### src/rtl/uart_tx_dev.sv
`default_nettype none
// ============================================================================
// Module   : uart_tx_dev
// Brief    : Bus-mapped 8N1 UART transmitter with TX FIFO, programmable baud
//            divisor and TX-empty level interrupt.
// Revision : 1.0 - initial release
// ============================================================================
module uart_tx_dev #(
    parameter int FIFO_DEPTH  = 4,
    parameter int DEFAULT_DIV = 2604
) (
    input  logic        clk,
    input  logic        rst,
    input  logic [1:0]  addr,
    input  logic        write_enable,
    input  logic [31:0] write_data,
    output logic [31:0] read_result,
    output logic        irq,
    output logic        uart_txd
);

    localparam int c_PTR_W = $clog2(FIFO_DEPTH);
    localparam int c_CNT_W = c_PTR_W + 1;

    localparam logic [1:0] c_S_IDLE  = 2'd0;
    localparam logic [1:0] c_S_START = 2'd1;
    localparam logic [1:0] c_S_DATA  = 2'd2;
    localparam logic [1:0] c_S_STOP  = 2'd3;

    localparam logic [1:0] c_A_DATA   = 2'd0;
    localparam logic [1:0] c_A_STATUS = 2'd1;
    localparam logic [1:0] c_A_CTRL   = 2'd2;
    localparam logic [1:0] c_A_DIV    = 2'd3;

    logic [7:0]         r_fifo [FIFO_DEPTH];
    logic [c_PTR_W-1:0] r_wr_ptr;
    logic [c_PTR_W-1:0] r_rd_ptr;
    logic [c_CNT_W-1:0] r_count;
    logic               r_overrun;
    logic               r_irq_en;
    logic [15:0]        r_div;
    logic [15:0]        r_cur_div;
    logic [15:0]        r_baud_cnt;
    logic [2:0]         r_bit_cnt;
    logic [7:0]         r_shift;
    logic [1:0]         r_state;
    logic               r_txd;
    logic               r_irq;

    logic               w_full;
    logic               w_empty;
    logic               w_data_wr;
    logic               w_push;
    logic               w_pop;
    logic               w_baud_done;
    logic [1:0]         w_state_next;
    logic [15:0]        w_baud_next;
    logic [2:0]         w_bit_next;
    logic [7:0]         w_shift_next;
    logic [15:0]        w_cur_div_next;
    logic [c_CNT_W-1:0] w_count_next;
    logic               w_irq_en_next;
    logic               w_txd_next;
    logic [3:0]         w_cnt4;
    logic               w_unused_ok;

    assign w_full      = (r_count == c_CNT_W'(FIFO_DEPTH));
    assign w_empty     = (r_count == '0);
    assign w_data_wr   = write_enable && (addr == c_A_DATA);
    // A store into a full FIFO is dropped even if the FSM pops on this edge.
    assign w_push      = w_data_wr && !w_full;
    assign w_baud_done = (r_baud_cnt == r_cur_div - 16'd1);
    assign w_cnt4      = 4'(r_count);
    assign w_unused_ok = ^write_data[31:16];

    always_comb begin
        w_state_next   = r_state;
        w_pop          = 1'b0;
        w_baud_next    = r_baud_cnt + 16'd1;
        w_bit_next     = r_bit_cnt;
        w_shift_next   = r_shift;
        w_cur_div_next = r_cur_div;
        case (r_state)
            c_S_IDLE: begin
                w_baud_next = 16'd0;
                if (!w_empty) begin
                    w_pop          = 1'b1;
                    w_shift_next   = r_fifo[r_rd_ptr];
                    w_cur_div_next = r_div;
                    w_state_next   = c_S_START;
                end
            end
            c_S_START: begin
                if (w_baud_done) begin
                    w_baud_next  = 16'd0;
                    w_bit_next   = 3'd0;
                    w_state_next = c_S_DATA;
                end
            end
            c_S_DATA: begin
                if (w_baud_done) begin
                    w_baud_next  = 16'd0;
                    w_shift_next = {1'b0, r_shift[7:1]};
                    if (r_bit_cnt == 3'd7) begin
                        w_state_next = c_S_STOP;
                    end else begin
                        w_bit_next = r_bit_cnt + 3'd1;
                    end
                end
            end
            default: begin
                if (w_baud_done) begin
                    w_baud_next = 16'd0;
                    if (!w_empty) begin
                        w_pop          = 1'b1;
                        w_shift_next   = r_fifo[r_rd_ptr];
                        w_cur_div_next = r_div;
                        w_state_next   = c_S_START;
                    end else begin
                        w_state_next = c_S_IDLE;
                    end
                end
            end
        endcase

        case (w_state_next)
            c_S_START: w_txd_next = 1'b0;
            c_S_DATA:  w_txd_next = w_shift_next[0];
            default:   w_txd_next = 1'b1;
        endcase

        case ({w_push, w_pop})
            2'b10:   w_count_next = r_count + c_CNT_W'(1);
            2'b01:   w_count_next = r_count - c_CNT_W'(1);
            default: w_count_next = r_count;
        endcase

        w_irq_en_next = (write_enable && addr == c_A_CTRL) ? write_data[0] : r_irq_en;
    end

    always_ff @(posedge clk) begin
        if (rst) begin
            r_state    <= c_S_IDLE;
            r_wr_ptr   <= '0;
            r_rd_ptr   <= '0;
            r_count    <= '0;
            r_overrun  <= 1'b0;
            r_irq_en   <= 1'b0;
            r_div      <= 16'(DEFAULT_DIV);
            r_cur_div  <= 16'(DEFAULT_DIV);
            r_baud_cnt <= 16'd0;
            r_bit_cnt  <= 3'd0;
            r_shift    <= 8'd0;
            r_txd      <= 1'b1;
            r_irq      <= 1'b0;
        end else begin
            r_state    <= w_state_next;
            r_count    <= w_count_next;
            r_baud_cnt <= w_baud_next;
            r_bit_cnt  <= w_bit_next;
            r_shift    <= w_shift_next;
            r_cur_div  <= w_cur_div_next;
            r_txd      <= w_txd_next;
            r_irq_en   <= w_irq_en_next;
            r_irq      <= w_irq_en_next && (w_count_next == '0) && (w_state_next == c_S_IDLE);
            if (w_push) begin
                r_wr_ptr <= r_wr_ptr + c_PTR_W'(1);
            end
            if (w_pop) begin
                r_rd_ptr <= r_rd_ptr + c_PTR_W'(1);
            end
            if (w_data_wr && w_full) begin
                r_overrun <= 1'b1;
            end else if (write_enable && addr == c_A_STATUS) begin
                r_overrun <= 1'b0;
            end
            if (write_enable && addr == c_A_DIV) begin
                r_div <= (write_data[15:0] == 16'd0) ? 16'd1 : write_data[15:0];
            end
        end
    end

    always_ff @(posedge clk) begin
        if (w_push) begin
            r_fifo[r_wr_ptr] <= write_data[7:0];
        end
    end

    always_comb begin
        case (addr)
            c_A_STATUS: read_result = {24'd0, w_cnt4, r_overrun, w_empty, w_full,
                                       (r_state != c_S_IDLE)};
            c_A_CTRL:   read_result = {31'd0, r_irq_en};
            c_A_DIV:    read_result = {16'd0, r_div};
            default:    read_result = 32'd0;
        endcase
    end

    assign uart_txd = r_txd;
    assign irq      = r_irq;

endmodule
`default_nettype wire

### config.mk
export PLATFORM = sky130hd
export DESIGN_NAME = uart_tx_dev
export DESIGN_NICKNAME = d
export VERILOG_FILES = /design/src/rtl/uart_tx_dev.sv
export SDC_FILE = /design/constraint.sdc
export NUM_CORES = 1
export LEC_CHECK = 0
export ABC_AREA = 1
export CAP_MARGIN = 20
export CORE_AREA = 2 2 123 125
export DETAILED_ROUTE_END_ITERATION = 8
export DIE_AREA = 0 0 125 127
export GPL_TIMING_DRIVEN = 0
export PLACE_DENSITY = 0.62
export SYNTH_ARGS = -nofsm -noshare
export SYNTH_HDL_FRONTEND = slang
export SYNTH_SLANG_ARGS = --single-unit
### constraint.sdc
create_clock -name clk -period 5.84 [get_ports clk]
set_clock_uncertainty 0.2 [all_clocks]
set_input_delay 1.168 -clock clk [delete_from_list [all_inputs] [get_ports clk]]
set_output_delay 1.168 -clock clk [all_outputs]
set_load 0.03 [all_outputs]
# Yosys cells after proc, flatten, opt, wreduce, memory -nomap -nowiden
# Memory sizes are Yosys's and may differ from the RTL's. A register that Yosys moved wholly into a read port is not among the register bits.
# Index checks and enable logic that the tools add are counted.
# Widths: inputs -> output; s select.
[totals]
register_bits = 72
ram_bits = 32
mem_count = 1
out_inout_bits = 34
wordCells = 95
input_bits = 37
[op_classes]
n_bitwise = 2
eq_ne = 15
add_sub_neg = 7
n_reduce_logical = 24
mux = 32
[memory_table]
columns = ["memory", "depth", "word_bits", "rd", "rd_clocked_by_memory_dff", "wr", "line_no", "source"]
rows = [
  ["r_fifo", 4, 8, 1, 1, 1, "35", "logic [7:0] r_fifo [FIFO_DEPTH];"],
]
[op_table]
columns = ["cell", "n"]
rows = [
  ["$mux 16", 3],
  ["$pmux 16 s3", 1],
  ["$pmux 16 s2", 1],
  ["$mux 8", 3],
  ["$pmux 8 s3", 1],
  ["$add 16x1->16 const B", 1],
  ["$eq 16x16->1", 1],
  ["$logic_not 16->1", 1],
  ["$sub 16x1->16 const B", 1],
  ["$mux 2", 7],
  ["$pmux 3 s2", 2],
  ["$eq 2x2->1 const B", 5],
  ["$mux 3", 3],
  ["$eq 2x1->1 const B", 4],
  ["$logic_and 1x1->1", 8],
  ["$mux 1", 8],
  ["$reduce_bool 2->1", 4],
  ["$add 3x1->3 const B", 2],
  ["$eq 3x3->1 const B", 2],
  ["$logic_not 2->1", 3],
  ["$logic_not 3->1", 2],
  ["$ne 2x2->1 const B", 3],
  ["$pmux 2 s3", 1],
  ["$add 2x1->2 const B", 2],
  ["other kinds (9)", 11],
]

# Logic depth before layout (Yosys ltp)
[depth]
depth_word = 9
ltp_mapped = 23
mapped_depth_nobuf = 23

# Worst setup path after synthesis
# No wires, ideal clock.
[synth_path]
path_type = "input to output"
from = "input port addr[0]"
to = "output port read_result[2]"
required_ps = 4472
n_path_buf = 0
arrival_time_ps = 2104
cell_stages = 4
setup_slack_ps = 2368
path_cell_list = "inv_1 > nor2_1 > inv_1 > o21ai_0"
[synth_between]
elab_chain_len = 2
word_cells_on_any_way = 4
classes_between = "eq/ne: 3; mux: 1"
[synth_lines]
columns = ["item", "line_no", "source"]
rows = [
  ["start: declaration", "14", "input logic [1:0] addr,"],
  ["$eq 2x2->1 / $eq 2x1->1 (equally long branches)", "190", "case (addr)"],
  ["$pmux 16 s3 *", "190", ""],
  ["end: declaration", "17", "output logic [31:0] read_result,"],
]
# Mark *: on every way between the ends. The rest lies on a longest branch, timed or not.

# Worst setup path after layout
[layout_path]
from = "input port addr[1]"
to = "output port read_result[1]"
# The elaborated chain is that of the path after synthesis.

==> flow_summary.yaml <==
worst_setup_path:
  cp_common_cell: "clkdlybuf4s50_1"
  required_ns: 4.47
  cp_cell_sequence: "clkdlybuf4s50_1 -> nand2_1 -> clkbuf_1 -> o22ai_1 -> clkdlybuf4s50_1"
  crit_path_top_delay_cell: "clkdlybuf4s50_1"
  startpoint: "addr[1]"
  rr_endpoint: "irq"
  start_kind: "primary input"
  cp.arrival_ns: 3.17
  crit_type: "in2out"
  worstRegToRegCells: 21
  slowest_delay_ns: 0.73
  reg2reg_setup_slack_ns: 1.94
  r2r-start: "r_cur_div[0]"
  cp-end-kind: "output port"
  cp_max_fo: 10
clock_tree:
  clk_latency_ns: 0.36
  root_buffer: "clkbuf_16"
  cts_hold_buffers: 0
  cts_resized: 0
  cts_sinks: 106
  cts_buffers: 9
  htree_levels: 3
  cts_tree: "built"
  post-cts-setup-buffer-count: 0
  path_clk_slew_ns: 0.08
  cts_buffer_depth: 2
timing:
  tightestPinTransition_ns: 0.814
  slew_headroom: 0.455
  fin_setup_tns_ns: 0
  slew_viol_final: 0
  finalCriticalPeriod_ns: 4.54
  fmax_ghz: 0.220
  rsz0062_at_grt: "no"
  setup_viol: 0
  finalHoldViolCount: 0
  min_period_over_period: 0.777
status:
  outcome: "finished, final reports clean"
synth:
  syn_area_per_cell_um2: 7.59
  yosysWarnings: 0
  yosys.area.top_type: "dfxtp_1"
  ys_seq_area_frac: 0.431
  synth_area_leaders: "dfxtp_1 26%, edfxtp_1 17%, nand2_1 9.7%"
  async_reset_ff_frac: 0
  synth_edf_count: 32
  netlist_area_um2: 5670
  synth_flop_cell: "dfxtp_1"
  ys_seq_elements: 106
  synth_cells: 747
  synthDistinctLibCells: 47
  yosysTopAreaCellShare: 0.261
placed_design:
  place.gp.congestion: 0.880
  io_buffers: 37
  dp.cells: 983
  dp.final_hpwl_mm: 10.8
grt:
  grt_usage: 0.182
  globalRoute.totalOverflow: 0
  antenna_found_initial: 0
  grt_max_degree: 23
  grt_pass1_vias: 4506
  grt_pass1_wl_mm: 23.0
floorplanning:
  dieHeight_um: 127
  io_pins: 71
  initial_core_util: 0.393
  die_w_um: 125
  core_area_um2: 14400
  die-area_um2: 15900
  rows: 44
detailed_routing:
  drt-pass1-iter-count: 5
  drt_iter0_drc: 308
  antenna_left: 0
  routed_wl_mm: 14.1
  vias: 4918
  drc: 0
  viasPerCell: 4.92
  wl_per_cell_um: 14.1
worst_hold_path:
  whs_path_depth: 2
  holdPathEnd: "r_rd_ptr[1]"
  hp-class: "reg2reg"
  holdCritStartpoint: "r_rd_ptr[1]"
cells_and_area:
  final_cells: 999
  drive_gt1_frac: 0.0896
  fill_cells: 1502
  antennaDiodeCount: 0
  syn2layout_area_growth_pct: 17.0
  nNetsFinal: 861
flow_run:
  cap_violations: 0
power_and_ir_drop:
  p_int_w: 0.00159
  p_sw_w: 0.00122
  pwr_density_cell_nw_per_um2: 424
  clockPowerShare: 0.218
  seqPwrFrac: 0.351
  p_leak_nw: 2.69
  peakVddDrop_mv: 0.167
  power.share.combinational: 0.431
  switching_share: 0.435
-- power by group through the flow --
| stage | Clock, W | Sequential, W | Combinational (W) |
|---|---|---|---|
| 6_report | 0.000613 | 0.000986 | 0.00121 |
| 5_1_grt | 0.000656 | 0.00100 | 0.00138 |
| 4_1_cts | 0.000628 | 0.000986 | 0.00121 |
| 3_5_place_dp | 0 | 0.00100 | 0.00120 |
| 3_3_place_gp | 0 | 0.00100 | 0.00119 |
| 2_1_floorplan | 0 | 0.000979 | 0.000909 |
-- final cells by class --
class                      count  area, um^2  area share
timing repair buffer          37         370      0.0558
buffer                        36         208      0.0313
clock buffer                   9         225      0.0339
sequential                   106        2440       0.368
inverter                      86         324      0.0488
multi-input combinational    534        2760       0.415
tap                          184         230      0.0347
clock inverter                 7        81.3      0.0123
-- worst max-delay path by stage --
stage / slack, ns / cells after the start / end
floorplan: 2.37 / 4 / read_result[2]
CTS: 1.28 / 5 / read_result[1]
finish: 1.30 / 5 / read_result[1]
detailed placement: 1.29 / 5 / read_result[1]
global route: 1.19 / 5 / read_result[1]
global placement: 1.28 / 5 / read_result[1]
-- Yosys cell counts (2+ instances only) --
| cell type | n |
|---|---|
| nand2_1 | 147 |
| nor2_1 | 108 |
| inv_1 | 81 |
| dfxtp_1 | 74 |
| o21ai_0 | 58 |
| a21oi_1 | 38 |
| nand3_1 | 37 |
| edfxtp_1 | 32 |
| buf_4 | 16 |
| clkbuf_1 | 14 |
| o211ai_1 | 14 |
| ha_1 | 13 |
| nand2_2 | 11 |
| xor2_1 | 10 |
| a211oi_1 | 8 |
| nor4_1 | 8 |
| xnor2_1 | 7 |
| nor2_2 | 6 |
| nor2_4 | 6 |
| nor3_1 | 6 |
| nor3b_1 | 6 |
| a31oi_1 | 5 |
| nand4_1 | 5 |
| buf_2 | 4 |
| inv_2 | 4 |
| o22ai_1 | 4 |
| nand3b_1 | 3 |
| o21ai_1 | 2 |
| o31ai_1 | 2 |
-- placed cells by master, fill, tap and decap left out, types with 2 or more instances in the layout --
cell | Yosys | routed
clkbuf_16 | 0 | 9
a211oi_1 | 8 | 8
o31ai_1 | 2 | 2
nand3_1 | 37 | 37
nor3_1 | 6 | 6
clkbuf_1 | 14 | 14
buf_2 | 4 | 4
conb_1 | 1 | 16
a21oi_1 | 38 | 38
dfxtp_1 | 74 | 74
o211ai_1 | 14 | 14
nor3b_1 | 6 | 6
inv_6 | 0 | 2
nor4_1 | 8 | 8
edfxtp_1 | 32 | 32
clkdlybuf4s50_1 | 0 | 37
xnor2_1 | 7 | 7
nand2_2 | 11 | 11
inv_8 | 0 | 2
nand3b_1 | 3 | 3
inv_2 | 4 | 4
nor2_2 | 6 | 6
o21ai_0 | 58 | 58
ha_1 | 13 | 13
o22ai_1 | 4 | 4
nor2_1 | 108 | 108
buf_4 | 16 | 16
a31oi_1 | 5 | 5
nand2_1 | 147 | 147
nand4_1 | 5 | 5
inv_1 | 81 | 81
xor2_1 | 10 | 10
o21ai_1 | 2 | 2
nor2_4 | 6 | 6
clkinv_8 | 0 | 2
-- metrics by stage --
stage               power [W]  setup slack, ns   util  hold slack, ns  area, um^2
finish                0.00281             1.30  0.460           0.265        6640
global route          0.00304             1.19  0.460           0.289        6640
CTS                   0.00282             1.28  0.460           0.269        6640
detailed placement    0.00220             1.29  0.439           0.253        6330
global placement      0.00219             1.28  0.439           0.245        6330
floorplan             0.00189             2.37      -           0.236        5730
-- critical path: cells and delay by family --
kind / cells / cell delay [ns]
compound gates: 1 / 0.32
buf+inv: 3 / 1.56
simple gates: 1 / 0.12
-- sequential cells by signal, summed over array words and instances, names as in the netlist, named ones only --
register / count
r_overrun: 1
r_wr_ptr: 2
r_fifo: 32
r_div: 16
r_irq_en: 1
irq: 1
r_baud_cnt: 16
r_shift: 8
r_state: 2
r_cur_div: 16
r_count: 3
r_bit_cnt: 3
uart_txd: 1
r_rd_ptr: 2
-- routing by layer --
layer,vias up,routed length (um),track usage,part of all wire
met3,12,774,0.0327,0.055
met1,2225,7050,0.258,0.50
met4,0,150,0.0490,0.011
li1,2555,-,-,-
met2,126,6090,0.287,0.43
met5,-,0,0,0
-- cells by family after synthesis --
logic type	share of synthesized area
flops	0.431
compound gates	0.142
xor+xnor	0.0262
simple gates	0.275
fa+ha+maj	0.0322
buf+inv	0.0937
other cells	0.000661
Note: power is estimated with default switching activity, not from simulation.
